`src/rtl/battery_adc_sampler_pkg.sv`:
```
// Shared definitions for the battery ADC sampler.
// Contents:
//   - Default parameter constants.
//   - Top-level FSM state type.
//   - SPI frame engine phase type.
//   - Low-battery hysteresis helper.
package battery_adc_sampler_pkg;

   localparam int unsigned SCLK_DIV_DEF      = 6;
   localparam int unsigned FRAME_BITS_DEF    = 18;
   localparam int unsigned SAMPLE_PERIOD_DEF = 12000;
   localparam int unsigned AVG_LOG2_DEF      = 3;
   localparam logic [15:0] LOW_THRESH_DEF    = 16'h9000;
   localparam logic [15:0] LOW_HYST_DEF      = 16'h0200;

   typedef enum logic [2:0] {
      StIdle,
      StCsSetup,
      StShift,
      StCsHold,
      StAccum
   } state_e;

   typedef enum logic [1:0] {
      PhIdle,
      PhSetup,
      PhShift,
      PhHold
   } phase_e;

   // Set below thresh, clear at or above thresh+hyst (17-bit so it cannot wrap), else hold.
   function automatic logic hyst_next(input logic        low,
                                      input logic [15:0] avg,
                                      input logic [15:0] thresh,
                                      input logic [15:0] hyst);
      logic [16:0] clr_level;
      clr_level = {1'b0, thresh} + {1'b0, hyst};
      if (avg < thresh) begin
         return 1'b1;
      end else if ({1'b0, avg} >= clr_level) begin
         return 1'b0;
      end else begin
         return low;
      end
   endfunction

endpackage

```
`src/rtl/battery_adc_sampler_spi_frame.sv`:
```
// SPI frame engine for the battery-sense ADC.
// Runs one conversion frame per start pulse:
//   - chip-select setup with SCLK high;
//   - FRAME_BITS SCLK periods, falling edge first, sampling on each rising edge;
//   - chip-select hold with SCLK high.
// The last 16 bits shifted in are the sample.
// Ports:
//   clk_12MHz, reset : system clock, synchronous active-high reset
//   start_i          : begin a frame (only honoured while idle)
//   adc_miso_i       : asynchronous ADC data, synchronised here
//   adc_cs_n_o       : chip select, active low
//   adc_sclk_o       : SPI clock, idles high
//   setup_end_o      : pulse, chip-select setup finished
//   shift_end_o      : pulse, last rising edge taken
//   done_o           : pulse, frame complete (chip select released on this edge)
//   data_o           : sample of the most recent frame, stable until the next frame shifts
module battery_adc_sampler_spi_frame
   import battery_adc_sampler_pkg::*;
#(
   parameter int unsigned SCLK_DIV   = SCLK_DIV_DEF,
   parameter int unsigned FRAME_BITS = FRAME_BITS_DEF
) (
   input  logic        clk_12MHz,
   input  logic        reset,
   input  logic        start_i,
   input  logic        adc_miso_i,
   output logic        adc_cs_n_o,
   output logic        adc_sclk_o,
   output logic        setup_end_o,
   output logic        shift_end_o,
   output logic        done_o,
   output logic [15:0] data_o
);

   localparam int unsigned DivW = $clog2(SCLK_DIV);
   localparam int unsigned BitW = $clog2(FRAME_BITS + 1);

   phase_e            phase_q, phase_d;
   logic [DivW-1:0]   div_q, div_d;
   logic [BitW-1:0]   bits_q, bits_d;
   logic [15:0]       sreg_q, sreg_d;
   logic              cs_n_q, cs_n_d;
   logic              sclk_q, sclk_d;
   logic              miso_meta_q, miso_sync_q;
   logic              half_end;

   always_comb begin
      phase_d     = phase_q;
      div_d       = div_q;
      bits_d      = bits_q;
      sreg_d      = sreg_q;
      cs_n_d      = cs_n_q;
      sclk_d      = sclk_q;
      setup_end_o = 1'b0;
      shift_end_o = 1'b0;
      done_o      = 1'b0;
      half_end    = (div_q == DivW'(SCLK_DIV - 1));

      case (phase_q)
         PhIdle: begin
            if (start_i) begin
               phase_d = PhSetup;
               cs_n_d  = 1'b0;
               sclk_d  = 1'b1;
               div_d   = '0;
               bits_d  = '0;
            end
         end
         PhSetup: begin
            if (half_end) begin
               div_d       = '0;
               sclk_d      = 1'b0;
               phase_d     = PhShift;
               setup_end_o = 1'b1;
            end else begin
               div_d = div_q + DivW'(1);
            end
         end
         PhShift: begin
            if (half_end) begin
               div_d  = '0;
               sclk_d = ~sclk_q;
               // sclk currently low: this edge is a rising edge, take a bit.
               if (!sclk_q) begin
                  sreg_d = {sreg_q[14:0], miso_sync_q};
                  bits_d = bits_q + BitW'(1);
                  if (bits_q == BitW'(FRAME_BITS - 1)) begin
                     phase_d     = PhHold;
                     shift_end_o = 1'b1;
                  end
               end
            end else begin
               div_d = div_q + DivW'(1);
            end
         end
         PhHold: begin
            if (half_end) begin
               cs_n_d  = 1'b1;
               phase_d = PhIdle;
               done_o  = 1'b1;
            end else begin
               div_d = div_q + DivW'(1);
            end
         end
         default: phase_d = PhIdle;
      endcase
   end

   always_ff @(posedge clk_12MHz) begin
      if (reset) begin
         phase_q     <= PhIdle;
         div_q       <= '0;
         bits_q      <= '0;
         sreg_q      <= '0;
         cs_n_q      <= 1'b1;
         sclk_q      <= 1'b1;
         miso_meta_q <= 1'b0;
         miso_sync_q <= 1'b0;
      end else begin
         phase_q     <= phase_d;
         div_q       <= div_d;
         bits_q      <= bits_d;
         sreg_q      <= sreg_d;
         cs_n_q      <= cs_n_d;
         sclk_q      <= sclk_d;
         miso_meta_q <= adc_miso_i;
         miso_sync_q <= miso_meta_q;
      end
   end

   assign adc_cs_n_o = cs_n_q;
   assign adc_sclk_o = sclk_q;
   assign data_o     = sreg_q;

endmodule

```
`src/rtl/battery_adc_sampler.sv`:
```
// Battery voltage sampler.
// Periodically reads the battery-sense ADC over SPI, box-car averages 2**AVG_LOG2 samples
// and publishes the average plus a low-battery flag with hysteresis.
// Ports:
//   clk_12MHz, reset : system clock, synchronous active-high reset
//   adc_cs_n         : ADC chip select, active low
//   adc_sclk         : SPI clock, idles high
//   adc_miso         : ADC data (asynchronous), MSB first
//   battery_voltage  : latest average in raw ADC counts, changes only when a new average is published
//   sample_valid     : sticky, set when the first average is published
//   low_battery      : low-voltage flag with hysteresis
module battery_adc_sampler
   import battery_adc_sampler_pkg::*;
#(
   parameter int unsigned SCLK_DIV      = SCLK_DIV_DEF,
   parameter int unsigned FRAME_BITS    = FRAME_BITS_DEF,
   parameter int unsigned SAMPLE_PERIOD = SAMPLE_PERIOD_DEF,
   parameter int unsigned AVG_LOG2      = AVG_LOG2_DEF,
   parameter logic [15:0] LOW_THRESH    = LOW_THRESH_DEF,
   parameter logic [15:0] LOW_HYST      = LOW_HYST_DEF
) (
   input  logic        clk_12MHz,
   input  logic        reset,
   output logic        adc_cs_n,
   output logic        adc_sclk,
   input  logic        adc_miso,
   output logic [15:0] battery_voltage,
   output logic        sample_valid,
   output logic        low_battery
);

   localparam int unsigned PerW = $clog2(SAMPLE_PERIOD);
   localparam int unsigned AccW = 16 + AVG_LOG2;
   // Keep a 1-bit counter when averaging is disabled; it simply never leaves 0.
   localparam int unsigned CntW = (AVG_LOG2 == 0) ? 1 : AVG_LOG2;

   state_e            state_q, state_d;
   logic [PerW-1:0]   period_q, period_d;
   logic [AccW-1:0]   acc_q, acc_d;
   logic [CntW-1:0]   cnt_q, cnt_d;
   logic [15:0]       volt_q, volt_d;
   logic              valid_q, valid_d;
   logic              low_q, low_d;

   logic              tick;
   logic              start;
   logic              setup_end, shift_end, done;
   logic [15:0]       frame_data;
   logic [AccW-1:0]   sum;
   logic [15:0]       avg;
   logic              cnt_wrap;

   battery_adc_sampler_spi_frame #(
      .SCLK_DIV   (SCLK_DIV),
      .FRAME_BITS (FRAME_BITS)
   ) u_spi_frame (
      .clk_12MHz   (clk_12MHz),
      .reset       (reset),
      .start_i     (start),
      .adc_miso_i  (adc_miso),
      .adc_cs_n_o  (adc_cs_n),
      .adc_sclk_o  (adc_sclk),
      .setup_end_o (setup_end),
      .shift_end_o (shift_end),
      .done_o      (done),
      .data_o      (frame_data)
   );

   always_comb begin
      tick     = (period_q == PerW'(SAMPLE_PERIOD - 1));
      period_d = tick ? '0 : period_q + PerW'(1);

      state_d  = state_q;
      start    = 1'b0;
      acc_d    = acc_q;
      cnt_d    = cnt_q;
      volt_d   = volt_q;
      valid_d  = valid_q;
      low_d    = low_q;

      sum      = acc_q + AccW'(frame_data);
      avg      = 16'(sum >> AVG_LOG2);
      cnt_wrap = (AVG_LOG2 == 0) ? 1'b1 : (&cnt_q);

      case (state_q)
         // Ticks seen in any other state are dropped.
         StIdle: begin
            if (tick) begin
               start   = 1'b1;
               state_d = StCsSetup;
            end
         end
         StCsSetup: if (setup_end) state_d = StShift;
         StShift:   if (shift_end) state_d = StCsHold;
         StCsHold:  if (done)      state_d = StAccum;
         StAccum: begin
            cnt_d = cnt_wrap ? '0 : cnt_q + CntW'(1);
            if (cnt_wrap) begin
               volt_d  = avg;
               acc_d   = '0;
               valid_d = 1'b1;
               low_d   = hyst_next(low_q, avg, LOW_THRESH, LOW_HYST);
            end else begin
               acc_d = sum;
            end
            state_d = StIdle;
         end
         default: state_d = StIdle;
      endcase
   end

   always_ff @(posedge clk_12MHz) begin
      if (reset) begin
         state_q  <= StIdle;
         period_q <= '0;
         acc_q    <= '0;
         cnt_q    <= '0;
         volt_q   <= '0;
         valid_q  <= 1'b0;
         low_q    <= 1'b0;
      end else begin
         state_q  <= state_d;
         period_q <= period_d;
         acc_q    <= acc_d;
         cnt_q    <= cnt_d;
         volt_q   <= volt_d;
         valid_q  <= valid_d;
         low_q    <= low_d;
      end
   end

   assign battery_voltage = volt_q;
   assign sample_valid    = valid_q;
   assign low_battery     = low_q;

endmodule
```
`config.mk`:
```
export PLATFORM = sky130hd
export DESIGN_NAME = battery_adc_sampler
export DESIGN_NICKNAME = d
export VERILOG_FILES = /design/src/rtl/battery_adc_sampler_pkg.sv /design/src/rtl/battery_adc_sampler_spi_frame.sv /design/src/rtl/battery_adc_sampler.sv
export SDC_FILE = /design/constraint.sdc
export NUM_CORES = 1
export LEC_CHECK = 0
export CAP_MARGIN = 0
export CELL_PAD_IN_SITES_DETAIL_PLACEMENT = 1
export CELL_PAD_IN_SITES_GLOBAL_PLACEMENT = 1
export CORE_AREA = 2 2 100 102
export CTS_CLUSTER_DIAMETER = 60
export DETAILED_ROUTE_END_ITERATION = 16
export DIE_AREA = 0 0 102 104
export GPL_ROUTABILITY_DRIVEN = 0
export GPL_TIMING_DRIVEN = 0
export PLACE_DENSITY = 0.77
export SYNTH_ARGS = -nofsm -noshare
export SYNTH_HDL_FRONTEND = slang
export SYNTH_SLANG_ARGS = --single-unit
```
`constraint.sdc`:
```
create_clock -name clk_12MHz -period 3.18 [get_ports clk_12MHz]
set_input_delay 0.636 -clock clk_12MHz [delete_from_list [all_inputs] [get_ports clk_12MHz]]
set_output_delay 0.636 -clock clk_12MHz [all_outputs]
set_load 0.02 [all_outputs]
```
# Word-level counts from Yosys, hierarchy flattened
# Index checks and enable logic that the tools add are counted.
# word_totals
out_inout_bits,20
wordCells,102
mem_count,0
romBits,0
reg_bits,87
mem_bits_rw,0
latch_bits,0
# classes
n_shift,0
n_lt_le_gt_ge,2
n_bitwise,1
reduce_logical,18
addsub,5
mux,40
multipliers,0
div,0
n_eq_ne,21
# ops
op,count
$mux 3,8
$add 19x16->19,1
$mux 19,1
$ge 16x16->1 const B,1
$lt 16x16->1 const B,1
$mux 1,16
$reduce_and 4->1,4
$mux 5,3
$add 14x1->14 const B,1
$eq 14x14->1 const B,1
$ne 2x2->1 const B,7
$mux 2,6
$pmux 3 s4,1
$pmux 5 s2,1
$pmux 3 s3,1
$reduce_and 3->1,3
$ne 2x1->1 const B,4
$pmux 2 s4,1
$add 3x1->3 const B,2
$eq 3x2->1 const B,2
$eq 3x3->1 const B,2
$reduce_and 6->1,1
$reduce_bool 2->1,3
$add 5x1->5 const B,1
other kinds (13),15

# Logic depth before layout (Yosys ltp)
# Gate-level depths: netlist of run 1.
# depth
ltp_word,7
mapped_depth,12

# Hierarchy
# From an unflattened synthesis of run 1, not the netlist that was laid out.
# unflattened
cells_unflattened,537
area_unflattened_um2,4531.8
# by_module_without_submodules
module,seq_area_each_um2,area_each_um2,cells_each,n_inst
battery_adc_sampler,1141.1,2972.9,363,1
battery_adc_sampler_spi_frame,600.6,1559.0,174,1

# Worst setup path before layout of run 1
# Ideal clock, no wire load.
# synth_timing
path_kind,reg-to-reg
startpoint,reg u_spi_frame.sreg_q[0] (netlist: u_spi_frame.data_o[0])
endpoint,reg low_q (netlist: low_battery)
setup_slack_ps,306
period_less_slack_ps,2874
t_arrival_ps,2786
setup_ps,88
n_path_buf,0
path_stages_with_launch,12
cell_sequence,dfxtp_1 ha_1 inv_1 fa_1 and2b_2 o2111ai_2 a2111oi_2 o41ai_2 o311a_1 or4_1 o32a_1 o32ai_2
# synth_via
elab_chain_len,4
# synth_rtl
item,line_no,rtl
"start, declared",battery_adc_sampler_spi_frame.sv:41,"logic [15:0] sreg_q, sreg_d;"
"start signal, assigned",battery_adc_sampler_spi_frame.sv:123,sreg_q <= sreg_d;
$add 19x16->19 *,battery_adc_sampler.sv:81,sum = acc_q + AccW'(frame_data);
$lt 16x16->1 / $ge 16x16->1 (equally long branches),"battery_adc_sampler_pkg.sv:38, battery_adc_sampler_pkg.sv:40",
$reduce_bool 2->1 (no line),n/a,
$reduce_and 5->1 (no line),n/a,
"end signal, assigned",battery_adc_sampler.sv:128,low_q <= low_d;
"end, declared",battery_adc_sampler.sv:43,"logic low_q, low_d;"
# Mark *: on every way between the ends. The rest lies on a longest branch, timed or not.
# A chain may end at the register's enable or synchronous reset.

# Worst setup path after layout of run 1
# Ends and elaborated chain as after synthesis.

==> results of run 1 <==
-- state kept, by name, summed over array words and instances, names as in the netlist, 2 cells and up --
name,flops
battery_voltage,16
cnt_q,3
state_q,3
u_spi_frame.data_o,16
acc_q,19
u_spi_frame.bits_q,5
period_q,14
u_spi_frame.div_q,3
u_spi_frame.phase_q,2
-- path summary, 6_finish.rpt --
| path | endpoint | slack, ps | start | cells past startpoint |
|---|---|---|---|---|
| worst max register to register | low_battery$_SDFFE_PP0P_ | 120 | u_spi_frame.data_o[0]$_SDFFE_PP0P_ | 11 |
| worst max-delay path | low_battery$_SDFFE_PP0P_ | 120 | u_spi_frame.data_o[0]$_SDFFE_PP0P_ | 11 |
| worst min-delay path | u_spi_frame.miso_sync_q$_SDFF_PP0_ | 450 | u_spi_frame.miso_meta_q$_SDFF_PP0_ | 1 |
| worst min register to register | u_spi_frame.miso_sync_q$_SDFF_PP0_ | 450 | u_spi_frame.miso_meta_q$_SDFF_PP0_ | 1 |
-- cells in the mapped netlist (3+ instances only) --
| cell | count |
|---|---|
| o21ai_1 | 3 |
| dfxtp_1 | 87 |
| or3_1 | 3 |
| nand3_1 | 11 |
| nor3_1 | 12 |
| nand3b_1 | 3 |
| a22oi_1 | 16 |
| o21bai_1 | 3 |
| inv_1 | 16 |
| a21o_1 | 8 |
| o21ai_0 | 6 |
| xor2_1 | 17 |
| nand2_1 | 85 |
| ha_1 | 28 |
| nor4_1 | 3 |
| clkbuf_1 | 20 |
| a211oi_1 | 3 |
| a21oi_1 | 56 |
| nand4_1 | 7 |
| nor2b_1 | 5 |
| xnor2_1 | 12 |
| o41ai_2 | 3 |
| and3_1 | 6 |
| nor2_1 | 59 |
| and2_1 | 3 |
-- per-stage QoR --
stage | TNS, ps | hold slack, ps | setup slack [ps] | instance area, µm² | instances
floorplan | 0 | 413.8 | 305.6 | 4218 | 506
global placement | -7.235 | 426.1 | -7.235 | 4594 | 660
detailed placement | -96.85 | 432.3 | -73.54 | 4594 | 660
CTS | 0 | 454.9 | 16.15 | 4815 | 676
global route | 0 | 465.8 | 7.733 | 4876 | 678
finish | 0 | 453.6 | 115.8 | 4878 | 679
-- worst max-delay path, delay by kind of cell, from the launching register on --
kind / cells / cell delay, ps
DFF: 1 / 380
AOI/OAI and AO/OA: 6 / 1410
buffers and inverters: 1 / 40
and+or+nand+nor: 2 / 690
adders and majority gates: 2 / 460
-- final cells by class --
| class | count | area (µm²) | share of cell area, % |
|---|---|---|---|
| Clock inverter | 5 | 56.30 | 1.154 |
| Multi-Input combinational cell | 383 | 2395 | 49.09 |
| Clock buffer | 11 | 151.4 | 3.103 |
| Inverter | 16 | 60.06 | 1.231 |
| Buffer | 20 | 75.07 | 1.539 |
| Antenna cell | 1 | 2.502 | 0.05130 |
| Timing Repair Buffer | 23 | 225.2 | 4.617 |
| Sequential cell | 87 | 1747 | 35.80 |
| Tap cell | 133 | 166.4 | 3.411 |
-- cells in the final DEF (no fill, tap or decap), types with 16 or more instances in the layout --
cell type and instances:
a22oi_1 16, inv_1 16, clkbuf_1 20, nand2_1 85, clkdlybuf4s50_1 21, dfxtp_1 85, a21oi_1 56, nor2_1 59
xor2_1 17, ha_1 27
-- what timing repair did --
| item | in CTS | in global routing |
|---|---|---|
| buffers inserted | 0 | 2 |
| gates resized for setup | 1 | 9 |
| hold buffers | 0 | 0 |
| pin swaps | 1 | 4 |
| endpoints found under the setup margin | 2 | 4 |
-- cells by family after synthesis --
kind of cell,count (synthesis),synth area share [%]
simple gates,210,22.40
buf+inv,36,3.204
fa+ha+maj,29,8.781
compound gates,114,18.04
flops,87,41.29
xor+xnor,29,6.022
mux,1,0.2670
-- report_power, final --
group          internal [mW]  leakage [nW]  switching (mW)
sequential              1.11         0.704          0.0210
clock                  0.405         0.105           0.402
combinational          0.100          1.10           0.170
-- per-layer routing --
layer  up-vias  track usage [%]  wire (µm)  part of all wire (%)
met1      1756            26.21       4772                    45
met3        22            2.688        239                   2.2
met5         -                0          0                     0
met2        61            37.03       5393                    50
li1       1826                -          -                     -
met4         0            9.810        289                   2.7
==> results.md, run 1 <==
- Final ANT Viol Nets: 0
- Async SR Flop Fraction: 0%
- Vias in the first global route: between 3k and 4k
- RSZ-0062 raised after global routing: false
- Residual DRC: 0
- Yosys reg bits: 87
- Final Power: 2.212 mW
- Crit start category: register
- Finished Core Util: 51.09%
- H-tree depth: 3
- CTS Buf Count: 9
- Initial antenna violation count: 0
- Clock slew at reported path FFs: roughly 90 ps
- Congestion Overflow GR: 0
- Final Hold Fails: 0
- HP Class: register to register
- Peak supply drop: 0.2704 mV
- Clock tree buffer depth: 2
- Post-synth EDFFs: 0
- Status: finished clean
- Netlist cell types: 49
- Initial DRC count: between 80 and 90
- Die X: 102 µm
- Synthesis Warnings: 0
- Worst Path Arrival: 3340 ps
- Max stage delay on crit path: 520 ps
- Core ar.: 9549 µm²
- Syn Inst Count: between 500 and 600
- Vias post-DR: 3665
- Final Net Count: approximately 570
- Clk_skew: 13.26 ps
- Fill cell count: 1166
- Post-Syn Nets: 538
- FP Rows: 36
- Critical Path End Type: register
- # clock sinks: 87
- Routed WL: about 11000 µm
- First-pass GRT wire length: 18200 µm
- Dominant synthesized flop cell: dfxtp_1
- Largest net degree at the start of global routing: 15
- Clock Latency Late Sink: 370 ps
- Dominant cells by area after synthesis: dfxtp_1 41%, ha_1 8.3%, nand2_1 7.6%
- Initial DRT Pass Iterations: 5
- Critical path type: register to register
- LEAKAGE: 1.908 nW
- Final HPWL DP: 8013 µm
- WL/cell: around 16 µm
- Share of cells above drive strength 1: 6.606%
- PwrDens: 453.5 nW/µm²
- Crit-path max FO: 3
- Root buf cell: clkbuf_8
- CTS tree: yes
- Cell Chain, Critical Path: ha_4 -> inv_1 -> fa_2 -> and2b_2 -> o2111ai_4 -> a2111oi_4 -> o41ai_4 -> o311a_1 -> or4_1 -> o32a_1 -> o32ai_2
- Sequential fraction of the synthesis area: a little over 40%
- Worst slew pin tran: roughly 780 ps
- Post-Syn Area: around 4200 µm²
- Drt via density: around 5.4
- Relative slew margins: 47.61%
- Fmax: between 300 and 400 MHz
- Die Footprint: 10610 µm²
- Final setup fails: 0
- Max Cap Violations: 0
- Minimum clock period: 3064 ps
- Port Buffers: 21
- Pins Over Slew Limit: 0
- Yosys top cell area share: about two fifths
- Starting Density: between 40% and 50%
- Io pins: 23
- Required time of the critical path: 3450 ps
- Slowest cell on crit path: a2111oi_4
- Tcrit/Tclk final: 96.36%
- GRT Util Overall: between 20 and 25%
- Die Ht: roughly 100 µm
- Area growth syn-to-layout: 15.66%
- Avg Synthesized Cell Area: 8.336 µm²
- Synth area leader: dfxtp_1
(Power assumes the default switching activity.)
==> run 2, diff against run 1 <==
- HOLD_SLACK_MARGIN: unset -> 0.02
==> results of run 2 <==
Final layout, timing and power as in run 1 (identical DEF).
==> run 3, diff against run 2 <==
- CORE_AREA: 2 2 100 102 -> 2 2 92 112
- DIE_AREA: 0 0 102 104 -> 0 0 94 114
- PLACE_DENSITY: 0.77 -> 0.76
==> results.md, run 3 (synthesis gave the netlist of run 1 again) <==
- Io pins: 23
- Final Net Count: between 500 and 600
- Antenna fix cells: 0
- Worst Path Arrival: 3350 ps
- Crit start category: register
- Placed inst area: between 4000 and 5000 µm²
- Slowest cell on crit path: a2111oi_4
- Final HPWL DP: between 8000 and 9000 µm
- Pint: 1.926 mW
- FP Rows: 40
- Peak supply drop: roughly 0.27 mV
- Die X: 94 µm
- Initial DRC count: a little under 90
- FF-to-FF path depth: 11
- Final Power: 2.564 mW
- Largest net degree at the start of global routing: 15
- Clock Latency Late Sink: 340 ps
- Commonest non-fill, non-tap cell in the layout: dfxtp_1
- Register bank with the most flops: acc_q
- Hold Crit Depth: 2
- # clock sinks: 87
- Initial antenna violation count: 0
- Clk_skew: about 4.0 ps
- Worst slew pin tran: 776.3 ps
- Clk network pwr share: a little under half
- First-pass GRT wire length: approximately 19000 µm
- Crit-path max FO: 3
- HP Class: register to register
- Critical path type: register to register
- Drt via density: 5.439
- Final ANT Viol Nets: 0
- GRT Util Overall: between 20% and 30%
- Clock slew at reported path FFs: ~60 ps
- Final hold slack: roughly 440 ps
- Port Buffers: 21
- Routed WL: 10980 µm
- Root buf cell: clkbuf_16
- Worst Hold End: u_spi_frame.data_o[0]$_SDFFE_PP0P_
- Share of cells above drive strength 1: 5.678%
- FF-to-FF End: low_battery$_SDFFE_PP0P_
- Area growth syn-to-layout: 17.77%
- LEAKAGE: 1.962 nW
- Logic pwr share: 10.4%
- RSZ-0062 raised after global routing: true
- Die Footprint: 10720 µm²
- Minimum clock period: 3089 ps
- Starting Density: roughly 43%
- Status: finished clean
- Residual DRC: 0
- Max stage delay on crit path: roughly 470 ps
- Finished Core Util: 50.90%
- Sequential share of power: roughly 44%
- H-tree depth: 3
- Initial DRT Pass Iterations: 4
- Max Cap Violations: 0
- Fmax: 323.8 MHz
- Core ar.: 9759 µm²
- Final Hold Fails: 0
- Cts hold-fix bufs: 0
- Pins Over Slew Limit: 0
- Relative slew margins: between 40% and 50%
- Congestion Overflow GR: 0
- CTS tree: yes
- Most frequent cells in the layout: 87 x dfxtp_1, 85 x nand2_1, 59 x nor2_1
- WL/cell: 16.34 µm
- Critical Path End Type: register
- Required time of the critical path: approximately 3400 ps
- R2r setup slk: a little over 90 ps
- Clock tree buffer depth: 2
- Final setup fails: 0
- Reg-to-reg startpoint: u_spi_frame.data_o[0]$_SDFFE_PP0P_
- Worst Hold Launch: u_spi_frame.miso_sync_q$_SDFF_PP0_
- CTS Buf Count: 9
- Die Ht: 114 µm
- Post-route cell area: 4967 µm²
- Vias in the first global route: between 3k and 4k
- Max reg flops: 19
- Sw Share: approximately a quarter
- Vias post-DR: 3655
- Sw power: between 0.6 and 0.7 mW
- Cell Chain, Critical Path: ha_1 -> inv_1 -> fa_1 -> and2b_2 -> o2111ai_4 -> a2111oi_4 -> o41ai_4 -> o311a_1 -> or4_1 -> o32a_1 -> o32ai_2
- Tcrit/Tclk final: 97.13%
- Place WS: -38.33 ps
- PwrDens: 516.1 nW/µm²
- Setup WS post-layout: 91.29 ps
-- run 3: cell count changes in the layout (fill, tap and decap cells not counted), sizes merged --
| cell | before | now |
|---|---|---|
| diode | 1 | 0 |
| clkinv | 3 | 2 |
| bufinv | 1 | 2 |
| buf | 2 | 3 |
-- run 3: power groups by stage --
| stage | sequential [mW] | combinational (mW) | clock (mW) |
|---|---|---|---|
| final | 1.14 | 0.267 | 1.16 |
| after global routing | 1.14 | 0.305 | 1.22 |
| after CTS | 1.14 | 0.272 | 1.18 |
| after detailed placement | 1.16 | 0.269 | 0 |
| after global placement | 1.16 | 0.256 | 0 |
| after floorplan | 1.16 | 0.190 | 0 |
-- run 3: worst max path at each step --
stage                                        from  slack [ps]  cells after the start                        to
4_1_cts        u_spi_frame.data_o[0]$_SDFFE_PP0P_          20                     11  low_battery$_SDFFE_PP0P_
6_report       u_spi_frame.data_o[0]$_SDFFE_PP0P_          90                     11  low_battery$_SDFFE_PP0P_
3_5_place_dp   u_spi_frame.data_o[0]$_SDFFE_PP0P_         -40                     11  low_battery$_SDFFE_PP0P_
3_3_place_gp   u_spi_frame.data_o[0]$_SDFFE_PP0P_         -20                     11  low_battery$_SDFFE_PP0P_
2_1_floorplan  u_spi_frame.data_o[0]$_SDFFE_PP0P_         310                     11  low_battery$_SDFFE_PP0P_
5_1_grt        u_spi_frame.data_o[0]$_SDFFE_PP0P_         -30                     11    acc_q[16]$_SDFFE_PP0N_
-- run 3: metal layers --
| metal | part of all wire (%) | vias to the layer above | global-route usage [%] |
|---|---|---|---|
| met2 | 54 | 45 | 42.05 |
| met1 | 41 | 1758 | 23.78 |
| met3 | 2.3 | 21 | 4.161 |
| met4 | 2.2 | 0 | 8.792 |
| met5 | 0 | - | 0 |
| li1 | - | 1831 | - |
-- run 3: critical path, delay by kind of cell, from the launching register on --
| family | cells | cell delay [ps] |
|---|---|---|
| AND/OR/NAND/NOR | 2 | 680 |
| adder cells (fa/ha/maj) | 2 | 550 |
| flip-flops | 1 | 360 |
| AO/OA/AOI/OAI | 6 | 1360 |
| buffers and inverters | 1 | 50 |
-- run 3: cell type report --
type | instances | area (µm²)
Buffer | 20 | 75.07
Clock buffer | 11 | 242.7
Clock inverter | 5 | 81.33
Fill cell | 1167 | 4792
Inverter | 16 | 60.06
Multi-Input combinational cell | 383 | 2376
Sequential cell | 87 | 1742
Tap cell | 126 | 157.7
Timing Repair Buffer | 24 | 232.7
-- run 3: what timing repair did --
action | CTS | global route
endpoints found under the setup margin | 3 | 3
pin swaps | 0 | 3
resized for setup | 1 | 2
buffers inserted | 0 | 3
endpoints found under the hold margin | 0 | 0
-- run 3: through the flow --
stage,TNS [ps],instances
after floorplan,0,506
final,0,672
after global routing,-57.83,672
after detailed placement,-47.03,653
after global placement,-15.55,653
after CTS,0,669
